--- src/rtl/ram_port_arbiter.sv ---
// ram_port_arbiter: round-robin sharing of one synchronous single-port RAM between two 4-phase requesters
module ram_port_arbiter #(
  parameter int ADDR_WIDTH  = 4,
  parameter int DATA_WIDTH  = 32,
  parameter int SYNC_STAGES = 2
) (
  input  logic                  clk,
  input  logic                  reset,
  input  logic                  req0,
  input  logic                  req1,
  input  logic                  we0,
  input  logic                  we1,
  input  logic [ADDR_WIDTH-1:0] addr0,
  input  logic [ADDR_WIDTH-1:0] addr1,
  input  logic [DATA_WIDTH-1:0] wdata0,
  input  logic [DATA_WIDTH-1:0] wdata1,
  output logic                  ack0,
  output logic                  ack1,
  output logic [DATA_WIDTH-1:0] rdata0,
  output logic [DATA_WIDTH-1:0] rdata1,
  output logic                  ram_cs,
  output logic                  ram_we,
  output logic                  ram_oe,
  output logic [ADDR_WIDTH-1:0] ram_addr,
  output logic [DATA_WIDTH-1:0] ram_wdata,
  input  logic [DATA_WIDTH-1:0] ram_rdata,
  output logic                  busy,
  output logic                  grant
);
  typedef enum logic [2:0] {IDLE, WR, RD1, RD2, ACK} state_t;
  state_t                 state;
  logic [SYNC_STAGES-1:0] sync0, sync1;
  logic                   req_s0, req_s1, rr, next_grant;
  assign req_s0     = sync0[SYNC_STAGES-1];
  assign req_s1     = sync1[SYNC_STAGES-1];
  assign next_grant = (req_s0 & req_s1) ? rr : req_s1;
  assign ram_cs     = (state == WR) || (state == RD1) || (state == RD2);
  assign ram_we     = (state == WR);
  assign ram_oe     = (state == RD2);
  assign busy       = (state != IDLE);
  assign ram_addr   = grant ? addr1 : addr0;
  assign ram_wdata  = grant ? wdata1 : wdata0;
  // bring the asynchronous requests into the clk domain
  always_ff @(posedge clk or negedge reset)
    if (!reset) begin
      sync0 <= '0;
      sync1 <= '0;
    end else begin
      sync0 <= {sync0[SYNC_STAGES-2:0], req0};
      sync1 <= {sync1[SYNC_STAGES-2:0], req1};
    end
  // arbitrate, sequence the RAM access, then hold ack until the served request drops
  always_ff @(posedge clk or negedge reset)
    if (!reset) begin
      state  <= IDLE;
      grant  <= 1'b0;
      rr     <= 1'b0;
      ack0   <= 1'b0;
      ack1   <= 1'b0;
      rdata0 <= '0;
      rdata1 <= '0;
    end else begin
      case (state)
        IDLE: if (req_s0 | req_s1) begin
          grant <= next_grant;
          rr    <= ~next_grant;
          state <= (next_grant ? we1 : we0) ? WR : RD1;
        end
        WR: begin
          ack0  <= ~grant;
          ack1  <= grant;
          state <= ACK;
        end
        RD1: state <= RD2;
        RD2: begin
          if (grant) rdata1 <= ram_rdata;
          else rdata0 <= ram_rdata;
          ack0  <= ~grant;
          ack1  <= grant;
          state <= ACK;
        end
        ACK: if (!(grant ? req_s1 : req_s0)) begin
          ack0  <= 1'b0;
          ack1  <= 1'b0;
          state <= IDLE;
        end
        default: state <= IDLE;
      endcase
    end
endmodule
--- config.mk ---
export PLATFORM = sky130hd
export DESIGN_NAME = ram_port_arbiter
export DESIGN_NICKNAME = d
export VERILOG_FILES = /design/src/rtl/ram_port_arbiter.sv
export SDC_FILE = /design/constraint.sdc
export NUM_CORES = 1
export LEC_CHECK = 0
export ABC_AREA = 1
export BUFFER_PORTS_ARGS = -buffer_cell sky130_fd_sc_hd__buf_4
export CORE_MARGIN = 5
export CORE_UTILIZATION = 39
export DETAILED_ROUTE_END_ITERATION = 8
export HOLD_SLACK_MARGIN = 0.05
export PLACE_DENSITY = 0.77
export SYNTH_ARGS = -nofsm -noshare
export SYNTH_HDL_FRONTEND = slang
export SYNTH_SLANG_ARGS = --single-unit
export TNS_END_PERCENT = 5
--- constraint.sdc ---
create_clock -name clk -period 1.2 [get_ports clk]
set_input_delay 0.18 -clock clk [delete_from_list [all_inputs] [get_ports clk]]
set_output_delay 0.18 -clock clk [all_outputs]
set_load 0.05 [all_outputs]
# After elaboration in Yosys (flattened, before gate mapping)
# Cells that the tools add are included.
[word_totals]
regBits = 75
latch_bits = 0
ramBits = 0
romBits = 0
word_cells = 42
n_memories = 0
[classes]
n_addsub = 0
n_mul = 0
n_div = 0
order_cmp = 0
n_eq_ne = 6
n_shift = 0
mux = 12
bitwise = 4
reduce_logical = 11
[op_table]
columns = ["cell", "count"]
rows = [
  ["$mux 32", 1],
  ["$pmux 3 s4", 1],
  ["$reduce_and 2->1", 5],
  ["$eq 3x2->1 const B", 2],
  ["$mux 3", 2],
  ["$mux 1", 4],
  ["$mux 4", 1],
  ["$ne 2x2->1 const B", 2],
  ["$pmux 1 s2", 2],
  ["$eq 3x1->1 const B", 1],
  ["$eq 3x3->1 const B", 1],
  ["$logic_not 3->1", 1],
  ["$reduce_bool 3->1", 1],
  ["$logic_or 1x1->1", 2],
  ["$mux 2", 1],
  ["$not 1->1", 2],
  ["$reduce_bool 2->1", 1],
  ["$reduce_or 2->1", 1],
  ["$and 1x1->1", 1],
  ["$or 1x1->1", 1],
]

# Depth between registers and ports, before layout
[logic_depth]
depth_word = 6
mapped_depth = 7
depth_no_buf = 6

# Worst setup path before layout
# Ideal clock, no wire load.
[synth_timing]
kind = "register -> output"
startpoint = "register grant"
endpoint = "output ram_wdata[11]"
t_arrival_ps = 1584
required_time_ps = 1020
setup_slack_ps = -564
stages_incl_launch_ff = 6
n_path_buf = 2
path_cell_list = "dfrtp_1 inv_1 buf_2 buf_4 nand2_1 nand2_1"
[synth_between]
elab_chain_len = 1
[synth_lines]
columns = ["item", "line_no", "source"]
rows = [
  ["start, declared", "28", "output logic grant"],
  ["start signal, assigned", "65", "grant <= next_grant;"],
  ["$mux 32", "42", "assign ram_wdata = grant ? wdata1 : wdata0;"],
  ["end, declared", "25", "output logic [DATA_WIDTH-1:0] ram_wdata,"],
]
# Every way passes these cells.

# Worst setup path in the final report
[layout_timing]
startpoint = "register grant"
endpoint = "output ram_wdata[20]"
# Same word-level chain as after synthesis.

==> flow_summary.ini <==
[clocking]
clockRootBuffer = clkbuf_8
clock_path_buffers = 2
insertion_delay_ns = 0.33
clock-sinks = 75
cts_max_level = 3
clk_pin_slew_ns = 0.08
cts_made_buffers = 9
cts_tree = built
cts_setup_buffers = 0

[critical_path]
worstSetupEndpointType = output port
critPathMaxFanout = 10
timing.rr.end = rdata0[25]
crit_chain = clkinv_4, clkbuf_16, nand2_1, nand2_4, buf_8
ff2ff_setup_slack_ns = -0.08
r2r-start = grant
crit_path_top_delay_cell = dfrtp_2
critPathLaunchType = flop
critPathTopFamily = buffers and inverters
reg2reg_depth = 6
path_buf_inv = 3
critPathMaxStageDelay_ns = 0.42
crit_arrival_ns = 1.36
crit_type = reg -> out
worstPathRequired_ns = 1.02

[timing]
slew_viol_final = 0
fmax_ghz = 0.649
finClkSkew_ns = 0.0109
finalCritPeriodShare_pct = 128
worst_pin_slew_ns = 0.369
hold_viol_final = 0
worst_slack_ns = -0.340
period_minus_slack_ns = 1.54
fin_hold_ws_ns = 0.109
rsz0062_at_grt = yes
timing.setup.tns_ns = -12.92
slew_headroom_pct = 75.4
setup_violations = 68

[detailed_routing]
routed_wirelength_um = 12500
ant_nets = 0
avgViaCountPerCell = 4.69
vias = 3529
drc_errors = 0
drt_iter0_drc = 121
drtPass1Iterations = 4
avgRoutedWirePerCell_um = 16.7

[synth]
post_synth.cell_area_avg_um2 = 8.64
synth.area.top_cells = dfrtp_1, nand2_1, o21ai_2
synth_nets = 519
syn_area_mm2 = 0.00353
synth.largest_area_cell = dfrtp_1
synth_top_area_share_pct = 53.1
ys_ff_latch = 75
postSynthCellCount = 409
ys.warnings.count = 0
synth_seq_area_share_pct = 53.1
synth_cell_type_count = 18

[global_route]
grt_pass1_wl_um = 19000
grt_use_total_pct = 21.3
antenna_found_initial = 0
first_global_vias = 3610
overflow = 0
grt_max_degree = 37

[placement]
dpl.hpwl_um = 9110
gp_congestion = 0.857
pre_cts_ws_ns = -0.0127
port_buffers = 216
place_area_mm2 = 0.00569

[floorplanning]
initial_core_util_pct = 40.3
die_height_um = 105
die_x_um = 105
io_pins = 217
dieArea_mm2 = 0.0111
core_area_mm2 = 0.00876
num_rows = 34

[power]
ir_drop_v = 0.00238
p_switching_mw = 11.4
p_int_mw = 9.64
power_leakage_nw = 3.37
power_density_mw_per_mm2 = 3310
seq_power_share_pct = 21.5
pwr-share-comb_pct = 70.5
total_power_mw = 21.0
clkPwrFrac_pct = 8.0
switching_share_pct = 54.2

[cells_and_area]
final_cell_mix = buf_4, nand2_1, dfrtp_1, nand2_2, o21ai_2
fillCellCount = 619
layout-drive-gt1-share_pct = 60.4
antenna-diode-count = 0
area_growth_pct = 80.0
mostFrequentLayoutCell = buf_4
finalInstanceArea_mm2 = 0.00636
nets = 750

[min_path]
hold_end = rdata0[18]
holdPathStages = 3
hp-class = in -> reg
hold_start = ram_rdata[18]

[status]
outcome = finished, violations left
violations = negative setup slack

[run]
drv_cap = 0
-- metal layers --
layer / global-route usage, % / routed length, um / up-vias / part of all wire, %
met5: 0 / 0 / - / 0
met1: 23.4 / 4590 / 1625 / 37
met4: 5.84 / 189 / 0 / 1.5
met3: 8.69 / 1250 / 14 / 10
met2: 37.9 / 6510 / 160 / 52
li1: - / - / 1730 / -
-- tightest hold or removal path, stage by stage --
cell and delay, ns:
buf_4 0.08, inv_1 0.04, o21ai_2 0.11
-- per-stage QoR --
stage / cells / utilization (%)
6_report: 752 / 72.6
3_5_place_dp: 732 / 64.9
5_1_grt: 752 / 72.6
3_3_place_gp: 732 / 64.9
2_1_floorplan: 409 / -
4_1_cts: 750 / 70.9
-- cells in the mapped netlist --
| cell type | count |
|---|---|
| inv_2 | 1 |
| o21ai_0 | 4 |
| buf_6 | 10 |
| a21oi_1 | 3 |
| nor2_8 | 1 |
| o211ai_1 | 1 |
| nand2_1 | 183 |
| o21ai_1 | 21 |
| nand3_1 | 8 |
| dfrtp_1 | 75 |
| nor2_1 | 3 |
| nand4_1 | 2 |
| buf_4 | 4 |
| buf_2 | 5 |
| o21ai_2 | 43 |
| nand2_4 | 3 |
| clkbuf_1 | 1 |
| inv_1 | 41 |
-- kinds of logic (layout without fill, tap and decap cells) --
| logic type | Yosys count | in the layout | synth area share [%] |
|---|---|---|---|
| compound gates | 72 | 72 | 14.8 |
| buf+inv | 62 | 297 | 9.31 |
| flops | 75 | 75 | 53.1 |
| simple gates | 200 | 200 | 22.8 |
-- sequential cells by signal, summed over array words and instances, names as in the netlist --
register / count
ack0: 1
ack1: 1
grant: 1
rdata0: 32
rdata1: 32
rr: 1
state: 3
sync0: 2
sync1: 2
-- final cells by class --
cell class                 instances  area [um2]  area share [%]
multi-input combinational        272        1770            27.9
sequential                        75        1880            29.5
clock buffer                      11         141            2.22
tap                              108         135            2.12
clock inverter                     4        27.5           0.433
timing repair buffer             240        2250            35.3
inverter                          42         163            2.56
-- how the worst max path moves through the flow --
stage / from / endpoint / slack [ns] / depth (start not counted)
floorplan: state[2] / rdata0[17] / -0.18 / 7
global placement: grant / ram_wdata[6] / 0.01 / 5
detailed placement: state[2] / rdata0[25] / -0.01 / 7
CTS: grant / ram_wdata[9] / -0.33 / 5
global route: grant / ram_wdata[17] / -0.40 / 4
finish: grant / ram_wdata[20] / -0.34 / 5
-- power by group through the flow --
stage                     registers, mW  clock network (mW)  logic, mW
after floorplan                    8.50                   0       5.42
after global placement             4.46                   0       13.3
after detailed placement           4.50                   0       13.5
after CTS                          4.51                1.75       14.5
after global routing               4.72                1.88       15.5
final                              4.53                1.68       14.8
-- repair_timing --
action | in CTS | in global routing
gates resized for setup | 88 | 39
cloned | 0 | 2
hold buffers | 3 | 0
setup endpoints to repair | 58 | 110
hold endpoints to repair | 26 | 0
(Power assumes the default switching activity.)
